$ cat src/rtl/seg_pkg.sv
// seg_pkg: shared segment constants, monitor state encoding and ring successor helper
// Contents:
//   SEG_0..SEG_F : gfedcba patterns for the hex digits (bit 7 / decimal point excluded)
//   mon_state_t  : monitor FSM state codes (HUNT=0, TRACK=1, LOCKED=2; 3 unused)
//   ring_next    : successor on the 1->2->4->8->1 ring
package seg_pkg;

    localparam logic [6:0] SEG_0 = 7'h3F;
    localparam logic [6:0] SEG_1 = 7'h06;
    localparam logic [6:0] SEG_2 = 7'h5B;
    localparam logic [6:0] SEG_3 = 7'h4F;
    localparam logic [6:0] SEG_4 = 7'h66;
    localparam logic [6:0] SEG_5 = 7'h6D;
    localparam logic [6:0] SEG_6 = 7'h7D;
    localparam logic [6:0] SEG_7 = 7'h07;
    localparam logic [6:0] SEG_8 = 7'h7F;
    localparam logic [6:0] SEG_9 = 7'h6F;
    localparam logic [6:0] SEG_A = 7'h77;
    localparam logic [6:0] SEG_B = 7'h7C;
    localparam logic [6:0] SEG_C = 7'h39;
    localparam logic [6:0] SEG_D = 7'h5E;
    localparam logic [6:0] SEG_E = 7'h79;
    localparam logic [6:0] SEG_F = 7'h71;

    typedef enum logic [1:0] {
        HUNT   = 2'd0,
        TRACK  = 2'd1,
        LOCKED = 2'd2
    } mon_state_t;

    // Non-ring inputs map to 1 so a stray value can never leave the ring.
    function automatic logic [3:0] ring_next(input logic [3:0] d);
        return d == 4'd1 ? 4'd2 : d == 4'd2 ? 4'd4 : d == 4'd4 ? 4'd8 : 4'd1;
    endfunction

endpackage

$ cat src/rtl/seg_ring_monitor_if.sv
// seg_ring_monitor_if: sample bus and status bundle between a display driver tap and the ring monitor
// Signals:
//   sample_en, seg_in                  : driver -> monitor (sample strobe, segment pattern)
//   digit, digit_valid, locked,
//   err_pulse, err_count, state        : monitor -> consumers (LEDs, LCD debug)
// Modports: master (drives the samples, reads status), slave (the monitor)
interface seg_ring_monitor_if #(
    parameter int NBITS_SEG = 8,
    parameter int ERR_W     = 8
);
    logic                 sample_en;
    logic [NBITS_SEG-1:0] seg_in;
    logic [3:0]           digit;
    logic                 digit_valid;
    logic                 locked;
    logic                 err_pulse;
    logic [ERR_W-1:0]     err_count;
    logic [1:0]           state;

    modport master (
        output sample_en, seg_in,
        input  digit, digit_valid, locked, err_pulse, err_count, state
    );

    modport slave (
        input  sample_en, seg_in,
        output digit, digit_valid, locked, err_pulse, err_count, state
    );
endinterface

$ cat src/rtl/seg7_decode.sv
// seg7_decode: combinational seven-segment pattern to digit decoder
// Ports:
//   i_seg   : gfedcba pattern (decimal point already stripped)
//   o_digit : decoded value, 0 when unrecognised
//   o_valid : pattern recognised
// Build option: SEG_MON_HEX_EN adds the remaining hex glyphs 3,5,6,7,9,A-F;
// without it only the ring glyphs 1,2,4,8 and the blank-reset glyph 0 decode.
module seg7_decode
    import seg_pkg::*;
(
    input  logic [6:0] i_seg,
    output logic [3:0] o_digit,
    output logic       o_valid
);

    always_comb begin
        o_digit = 4'd0;
        o_valid = 1'b1;
        case (i_seg)
            SEG_0:   o_digit = 4'h0;
            SEG_1:   o_digit = 4'h1;
            SEG_2:   o_digit = 4'h2;
            SEG_4:   o_digit = 4'h4;
            SEG_8:   o_digit = 4'h8;
`ifdef SEG_MON_HEX_EN
            SEG_3:   o_digit = 4'h3;
            SEG_5:   o_digit = 4'h5;
            SEG_6:   o_digit = 4'h6;
            SEG_7:   o_digit = 4'h7;
            SEG_9:   o_digit = 4'h9;
            SEG_A:   o_digit = 4'hA;
            SEG_B:   o_digit = 4'hB;
            SEG_C:   o_digit = 4'hC;
            SEG_D:   o_digit = 4'hD;
            SEG_E:   o_digit = 4'hE;
            SEG_F:   o_digit = 4'hF;
`endif
            default: o_valid = 1'b0;
        endcase
    end

endmodule

$ cat src/rtl/seg_ring_monitor.sv
// seg_ring_monitor: receive-side checker for the one-hot seven-segment ring display
// Ports:
//   clk_2 : clock, rising edge
//   reset : synchronous, active-high
//   bus   : seg_ring_monitor_if.slave (sample_en/seg_in in; digit, digit_valid,
//           locked, err_pulse, err_count, state out; all outputs registered)
// Parameters: LOCK_COUNT (>= 2) correct ring steps to lock, ERR_W error counter width.
// Build option: SEG_MON_HEX_EN (inside seg7_decode) only widens digit decoding;
// the FSM treats every non-ring, non-zero glyph as invalid in both builds.
module seg_ring_monitor
    import seg_pkg::*;
#(
    parameter int LOCK_COUNT = 4,
    parameter int ERR_W      = 8
) (
    input  logic                clk_2,
    input  logic                reset,
    seg_ring_monitor_if.slave   bus
);

    localparam int RW = $clog2(LOCK_COUNT + 1);

    mon_state_t       r_state;
    logic [RW-1:0]    r_run;
    logic [3:0]       r_expected;
    logic [3:0]       r_digit;
    logic             r_digit_valid;
    logic             r_err_pulse;
    logic [ERR_W-1:0] r_err_count;

    mon_state_t       w_state_nx;
    logic [RW-1:0]    w_run_nx;
    logic [RW-1:0]    w_run_inc;
    logic [3:0]       w_expected_nx;
    logic [3:0]       w_dec_digit;
    logic             w_dec_valid;
    logic             w_ring;
    logic             w_match;
    logic             w_zero;
    logic             w_err;

    seg7_decode u_dec (
        .i_seg   (bus.seg_in[6:0]),
        .o_digit (w_dec_digit),
        .o_valid (w_dec_valid)
    );

    // Hex glyphs are valid decodes but never ring digits, so they fall through as invalid.
    assign w_ring    = w_dec_valid && (w_dec_digit == 4'd1 || w_dec_digit == 4'd2 ||
                                       w_dec_digit == 4'd4 || w_dec_digit == 4'd8);
    assign w_match   = w_dec_valid && w_dec_digit == r_expected;
    assign w_zero    = w_dec_valid && w_dec_digit == 4'd0;
    assign w_run_inc = r_run + RW'(1);

    always_ff @(posedge clk_2) begin
        if (reset) begin
            r_state       <= HUNT;
            r_run         <= '0;
            r_expected    <= 4'd1;
            r_digit       <= 4'd0;
            r_digit_valid <= 1'b0;
            r_err_pulse   <= 1'b0;
            r_err_count   <= '0;
        end else begin
            r_state     <= w_state_nx;
            r_run       <= w_run_nx;
            r_expected  <= w_expected_nx;
            r_err_pulse <= w_err;
            if (bus.sample_en) begin
                r_digit_valid <= w_dec_valid;
                if (w_dec_valid)
                    r_digit <= w_dec_digit;
            end
            if (w_err && r_err_count != '1)
                r_err_count <= r_err_count + ERR_W'(1);
        end
    end

    always_comb begin
        w_state_nx    = r_state;
        w_run_nx      = r_run;
        w_expected_nx = r_expected;
        case (r_state)
            HUNT: begin
                if (bus.sample_en && w_ring) begin
                    w_state_nx    = TRACK;
                    w_run_nx      = RW'(1);
                    w_expected_nx = ring_next(w_dec_digit);
                end
            end
            TRACK: begin
                if (bus.sample_en) begin
                    if (w_match) begin
                        w_run_nx      = w_run_inc;
                        w_expected_nx = ring_next(w_dec_digit);
                        if (w_run_inc == RW'(LOCK_COUNT))
                            w_state_nx = LOCKED;
                    end else if (w_ring) begin
                        w_run_nx      = RW'(1);
                        w_expected_nx = ring_next(w_dec_digit);
                    end else begin
                        w_state_nx    = HUNT;
                        w_run_nx      = '0;
                        w_expected_nx = 4'd1;
                    end
                end
            end
            LOCKED: begin
                if (bus.sample_en) begin
                    if (w_match) begin
                        w_expected_nx = ring_next(w_dec_digit);
                    end else begin
                        w_state_nx    = HUNT;
                        w_run_nx      = '0;
                        w_expected_nx = 4'd1;
                    end
                end
            end
            default: begin
                w_state_nx    = HUNT;
                w_run_nx      = '0;
                w_expected_nx = 4'd1;
            end
        endcase
    end

    // A blank (0) while locked is the driver restarting, not a sequence error.
    always_comb begin
        w_err = bus.sample_en && r_state == LOCKED && !w_match && !w_zero;
    end

    assign bus.digit       = r_digit;
    assign bus.digit_valid = r_digit_valid;
    assign bus.locked      = r_state == LOCKED;
    assign bus.err_pulse   = r_err_pulse;
    assign bus.err_count   = r_err_count;
    assign bus.state       = r_state;

endmodule

$ cat src/flat_wrapper.sv
// flat-port wrapper written by rule: the top's interface ports become plain ports
module seg_ring_monitor_flat import seg_pkg::*;
#(
    parameter int LOCK_COUNT = 4,
    parameter int ERR_W      = 8
)
  (clk_2, reset, bus_sample_en, bus_seg_in, bus_digit, bus_digit_valid, bus_locked, bus_err_pulse, bus_err_count, bus_state);
  seg_ring_monitor_if #(.NBITS_SEG(8), .ERR_W(ERR_W)) bus_i ();
  input  logic clk_2;
  input  logic reset;
  input wire logic [$bits(bus_i.sample_en)-1:0] bus_sample_en;
  input wire logic [$bits(bus_i.seg_in)-1:0] bus_seg_in;
  output wire logic [$bits(bus_i.digit)-1:0] bus_digit;
  output wire logic [$bits(bus_i.digit_valid)-1:0] bus_digit_valid;
  output wire logic [$bits(bus_i.locked)-1:0] bus_locked;
  output wire logic [$bits(bus_i.err_pulse)-1:0] bus_err_pulse;
  output wire logic [$bits(bus_i.err_count)-1:0] bus_err_count;
  output wire logic [$bits(bus_i.state)-1:0] bus_state;
  assign bus_i.sample_en = bus_sample_en;
  assign bus_i.seg_in = bus_seg_in;
  assign bus_digit = bus_i.digit;
  assign bus_digit_valid = bus_i.digit_valid;
  assign bus_locked = bus_i.locked;
  assign bus_err_pulse = bus_i.err_pulse;
  assign bus_err_count = bus_i.err_count;
  assign bus_state = bus_i.state;
  seg_ring_monitor #(.LOCK_COUNT(LOCK_COUNT), .ERR_W(ERR_W)) u_core (.clk_2(clk_2), .reset(reset), .bus(bus_i));
endmodule
$ cat config.mk
export PLATFORM = sky130hd
export DESIGN_NAME = seg_ring_monitor_flat
export DESIGN_NICKNAME = d
export VERILOG_FILES = /design/src/rtl/seg_pkg.sv /design/src/rtl/seg_ring_monitor_if.sv /design/src/rtl/seg7_decode.sv /design/src/rtl/seg_ring_monitor.sv /design/src/flat_wrapper.sv
export SDC_FILE = /design/constraint.sdc
export NUM_CORES = 1
export LEC_CHECK = 0
export CAP_MARGIN = 20
export CORE_UTILIZATION = 40
export DETAILED_ROUTE_END_ITERATION = 10
export PLACE_DENSITY = 0.63
export SLEW_MARGIN = 15
export SYNTH_ARGS = -nofsm -noshare
export SYNTH_HDL_FRONTEND = slang
export SYNTH_SLANG_ARGS = --single-unit
$ cat constraint.sdc
create_clock -name clk_2 -period 6.3 [get_ports clk_2]
set_input_delay 0.945 -clock clk_2 [delete_from_list [all_inputs] [get_ports clk_2]]
set_output_delay 0.945 -clock clk_2 [all_outputs]
set_load 0.005 [all_outputs]
**Word level (Yosys, flattened, before mapping)**

Cells that the tools add are included.

- Flip-flop bits (word level): 23
- Input bits: 11
- Logic and storage cells: 76

- $add $sub $neg: 2
- Eq/ne operators: 20
- Muxes and demuxes: 27
- Reduce and logical (&&, ||, !) cells: 20

Operator list:

| operator | count |
|---|---|
| $mux W4 | 9 |
| $eq A7 B7 Y1 const B | 3 |
| $pmux W4 S4 | 1 |
| $mux W3 | 5 |
| $mux W2 | 7 |
| $pmux W4 S3 | 1 |
| $pmux W3 S3 | 1 |
| $add A8 B1 Y8 const B | 1 |
| $logic_and A1 B1 Y1 | 8 |
| $ne A8 B8 Y1 const B | 1 |
| $eq A7 B3 Y1 const B | 1 |
| $eq A7 B6 Y1 const B | 1 |
| $ne A2 B2 Y1 const B | 3 |
| $ne A3 B3 Y1 const B | 2 |
| $pmux W2 S3 | 1 |
| $reduce_and A6 Y1 | 1 |
| $reduce_or A5 Y1 | 1 |
| $eq A4 B1 Y1 const B | 1 |
| $eq A4 B2 Y1 const B | 1 |
| $eq A4 B3 Y1 const B | 1 |
| $eq A4 B4 Y1 | 1 |
| $eq A4 B4 Y1 const B | 1 |
| $logic_not A4 Y1 | 1 |
| $reduce_and A4 Y1 | 1 |
| 11 further kinds | 15 |

**Logic depth before layout (Yosys ltp)**

- Depth in word-level cells: 11
- Depth in mapped cells: 8
- Gate-level depth less buffers: 6

**Hierarchy**

Synthesis repeated with hierarchy kept, for this count alone.

- Cell total of the unflattened synthesis: 173
- Area total of the unflattened synthesis: 1,393.8 um^2

By module, submodules not included:

| module | times used | cells an instance | area each (um^2) |
|---|---|---|---|
| seg_ring_monitor | 1 | 158 | 1,311.3 |
| seg7_decode | 1 | 15 | 82.6 |

**Worst setup path after synthesis**

OpenSTA, ideal clock, no wires.

- Path type: input -> register
- Start: in bus_seg_in[4]
- End: reg u_core.r_expected[0]
- Data arrival time: 2,555 ps
- Slack: 3,625 ps
- Stages on the path: 6
- Path buffers: 0
- Path through: nor3_2 -> a32oi_1 -> a211o_1 -> a21oi_2 -> mux2_2 -> a211o_1

- Cells in the longest elaborated chain, start to end: 11

RTL lines:

| item | RTL line | text |
|---|---|---|
| start, declared | flat_wrapper.sv:12 | `input wire logic [$bits(bus_i.seg_in)-1:0] bus_seg_in;` |
| parallel branches: the longest is 11 deep, another holds $eq A7 B7 Y1 | -- |  |
| end signal, assigned | seg_ring_monitor.sv:67 | `r_expected <= w_expected_nx;` |
| end, declared | seg_ring_monitor.sv:25 | `logic [3:0] r_expected;` |

Several ways; the timed one is not identified. The select of a mux whose other input is x is not followed.
A chain may end at the register's enable or synchronous reset.

**Final worst setup path**

- Start: in bus_seg_in[6]
- End: reg u_core.r_expected[2]

- Cells in the longest elaborated chain, start to end: 11

RTL lines:

| item | RTL line | text |
|---|---|---|
| $eq A7 B7 Y1 / $eq A7 B3 Y1 (equally long branches) | seg7_decode.sv:19 | `case (i_seg)` |
| $pmux W4 S4 | seg7_decode.sv:19 |  |
| $eq A4 B1 Y1 / $eq A4 B2 Y1 (equally long branches) | seg_pkg.sv:33, seg_ring_monitor.sv:49 |  |
| $logic_or A1 B1 Y1 (2 in a row) | seg_ring_monitor.sv:49 | `assign w_ring = w_dec_valid && (w_dec_digit == 4'd1 \|\| w_dec_digit == 4'd2 \|\|` |
| $logic_or A1 B1 Y1 | seg_ring_monitor.sv:50 | `w_dec_digit == 4'd4 \|\| w_dec_digit == 4'd8);` |
| $logic_and A1 B1 Y1 | seg_ring_monitor.sv:49 |  |
| $mux W4 | seg_ring_monitor.sv:98 | `end else if (w_ring) begin` |
| $mux W4 | seg_ring_monitor.sv:93 | `if (w_match) begin` |
| $mux W4 | seg_ring_monitor.sv:92 | `if (bus.sample_en) begin` |
| $pmux W4 S3 | seg_ring_monitor.sv:83 | `case (r_state)` |

Parallel ways exist; a longest one is shown, timed or not. The select of a mux whose other input is x is not followed.

==> results.md <==
* Status: finished clean
* Crit path largest cell delay at 710 ps
* Wirelength per Cell at 15.1 um
* Worst-case reg-to-reg path depth at 6
* Crit path capture type: flip-flop
* Max Cap Violations at 0
* VDD IR-drop max at 0.119 mV
* Die extent in y at 63.7 um
* Vias in the first global route at 1417
* Final slew viol count at 0
* Final antenna-violating net count at 0
* Cell breakdown of the critical path: clkdlybuf4s50_1 -> or3b_1 -> o41ai_2 -> o211ai_2 -> o41ai_2 -> a22o_1
* Setup ws final at 3000 ps
* Worst path top cell family by delay: compound AO/OA/AOI/OAI gates
* Detailed placement HPWL at 2710 um
* Final worst-path cycle share at 52.4%
* Final setup violation count at 0
* Initial core utilization at 41.6%
* CTS tree: yes
* Hold-fix buffers at CTS at 0
* # diodes at 0
* Fin Setup TNS at 0 ps
* Fillers at 347
* Drt via density at 5.96
* Crit path max-delay cell type: clkdlybuf4s50_1
* Cell taking the most area after synthesis: dfxtp_1
* Rel. slew slack at 40.9%
* Rows at 22
* Core ar. at 0.00366 mm2
* Synth Area per Inst at 8.65 um2
* DR vias at 1472
* CP Data Required Time at 6500 ps
* Ys async rst share at 0%
* Top-count cell post-synth: dfxtp_1
* Fmax at 303 MHz
* Top post-synthesis cells by count: dfxtp_1, a21oi_1, nor2_1
* Gr ovfl total at 0
* Post-Place Setup Slack at 2760 ps
* Longest Clk Path Bufs at 2
* H-tree levels at 1
* Syn nets at 190
* DRC Markers at 0
* TritonCTS buffer count at 3
* Type of origin of the critical path: input port
* Clock transition at path regs at 70 ps
* Full die area at 0.00406 mm2
* Final Hold Fails at 0
* Placer congestion estimate at 0.866
* CP bufs+invs at 1
* Length of the first detailed-routing pass in iterations at 4
* Largest net degree at the start of global routing at 24
* Unrepaired setup endpoints after global routing: no
* Synth warn at 0
* Post-synthesis cell count at 176
* Worst Path Arrival at 3500 ps
* Lkg Pwr at 0.616 nW
* Postcts setup bufs at 0
* First-pass GRT wire length at 6420 um
* Synth top area share at 30.2%
* Final hold slack at 470 ps
* Register bit total from synthesis at 23
* PD cells at 145 mW/mm2
* Crit path max fanout at 12
* Most frequent CP cell: o41ai_2
* CP Class: in -> reg
* Layout area overhead at 20.5%
* Final worst path period need at 3300 ps
* All-layer global routing usage at 19.7%
* NumNets Final at 214
* CTS root buf: clkbuf_8
* Top post-synthesis cells by area: dfxtp_1, a21oi_1, o21ai_0, nor2_1, nand3_1
* I/O pin cnt at 28
* Hold-critical path depth at 2
* Worst Skew at 12.7 ps
* PortBufs at 26
* Prevailing post-synth register cell: dfxtp_1
* Initial antenna violation count at 0
* Final Util at 50.1%
* Skew-Pair Late Insertion Delay at 260 ps
* Die Wd at 63.7 um
* Cell Area, Synth at 0.00152 mm2
* Share of layout cells above drive strength 1 at 10.6%
* CP Depth at 6
* First DRT Iteration DRCs at 95
* Number of synthesized flops with an enable pin at 0
* Final WL at 3720 um
* Slew @ Worst Pin at 884 ps
* Post-CTS sizing at 0
* Post-synth cell types at 60
* Register area share after synthesis at 30.2%
* Hold crit path type: reg -> reg
* Clock sink count at 23
## logic make-up (layout without fill, tap and decap cells)
| group | Yosys count | after routing | synth area share, % |
|---|---|---|---|
| and+or+nand+nor | 71 | 71 | 26.5 |
| AOI/OAI and AO/OA | 61 | 61 | 32.2 |
| DFF | 23 | 23 | 30.2 |
| buffers and inverters | 12 | 35 | 4.68 |
| muxes | 5 | 5 | 3.37 |
| adders and majority gates | 3 | 3 | 2.47 |
| xor gates and xnor gates | 1 | 1 | 0.575 |
## layout by cell type, fill, tap and decap left out, types with 4 or more instances in the layout
cell type and n:
a21oi_1 14, clkdlybuf4s50_1 26, dfxtp_1 23, inv_1 5
mux2i_1 4, nand2_1 11, nand3_1 10, nor2_1 14
nor2b_1 5, o21ai_0 12, or3_1 6
## where the power goes
group | switching (mW) | internal (mW)
registers | 0.000308 | 0.145
logic | 0.0179 | 0.0111
clock network | 0.0459 | 0.0451
## sequential cells by signal (all words and copies together) (netlist names)
| register | cells |
|---|---|
| u_core.r_run | 3 |
| u_core.bus.err_count | 8 |
| u_core.bus.err_pulse | 1 |
| u_core.r_expected | 4 |
| u_core.bus.digit | 4 |
| u_core.bus.state | 2 |
| u_core.bus.digit_valid | 1 |
## per-stage QoR
step	std cells	power (mW)	area, um2
3_5_place_dp	243	0.178	1790
4_1_cts	247	0.269	1840
3_3_place_gp	243	0.177	1790
2_1_floorplan	176	0.167	1520
5_1_grt	247	0.280	1840
6_report	247	0.266	1840
## worst register-to-register path: stages, from the launching register on
cell	delay [ps]
dfxtp_1	340
or3b_2	470
o41a_1	150
o211ai_4	230
o211ai_2	220
o41ai_2	450
a22o_1	190
## area by class of cell
cell class              count  area, um2  share of cell area [%]
multi-input cells         141        991                    54.0
flip-flops and latches     23        460                    25.1
repair buffers             26        260                    14.2
inverters                   5       18.8                    1.02
well taps                  48       60.1                    3.27
clock buffers               4       45.0                    2.45
## final timing paths
| kind | slack (ps) | end | startpoint |
|---|---|---|---|
| worst min register to register | 470 | u_core.bus.digit_valid | u_core.bus.digit_valid |
| worst max-delay path | 3000 | u_core.r_expected[2] | bus_seg_in[6] |
| worst min-delay path | 470 | u_core.bus.digit_valid | u_core.bus.digit_valid |
| worst max register to register | 4200 | u_core.r_expected[2] | u_core.r_expected[2] |
## routing by layer
metal / GRT usage [%] / vias to the layer above / part of all wire [%]
li1: - / 729 / -
met1: 26.0 / 704 / 48
met2: 31.5 / 33 / 47
met3: 3.26 / 6 / 3.6
met4: 7.95 / 0 / 1.3
met5: 0 / - / 0
Note: power is estimated with default switching activity, not from simulation.
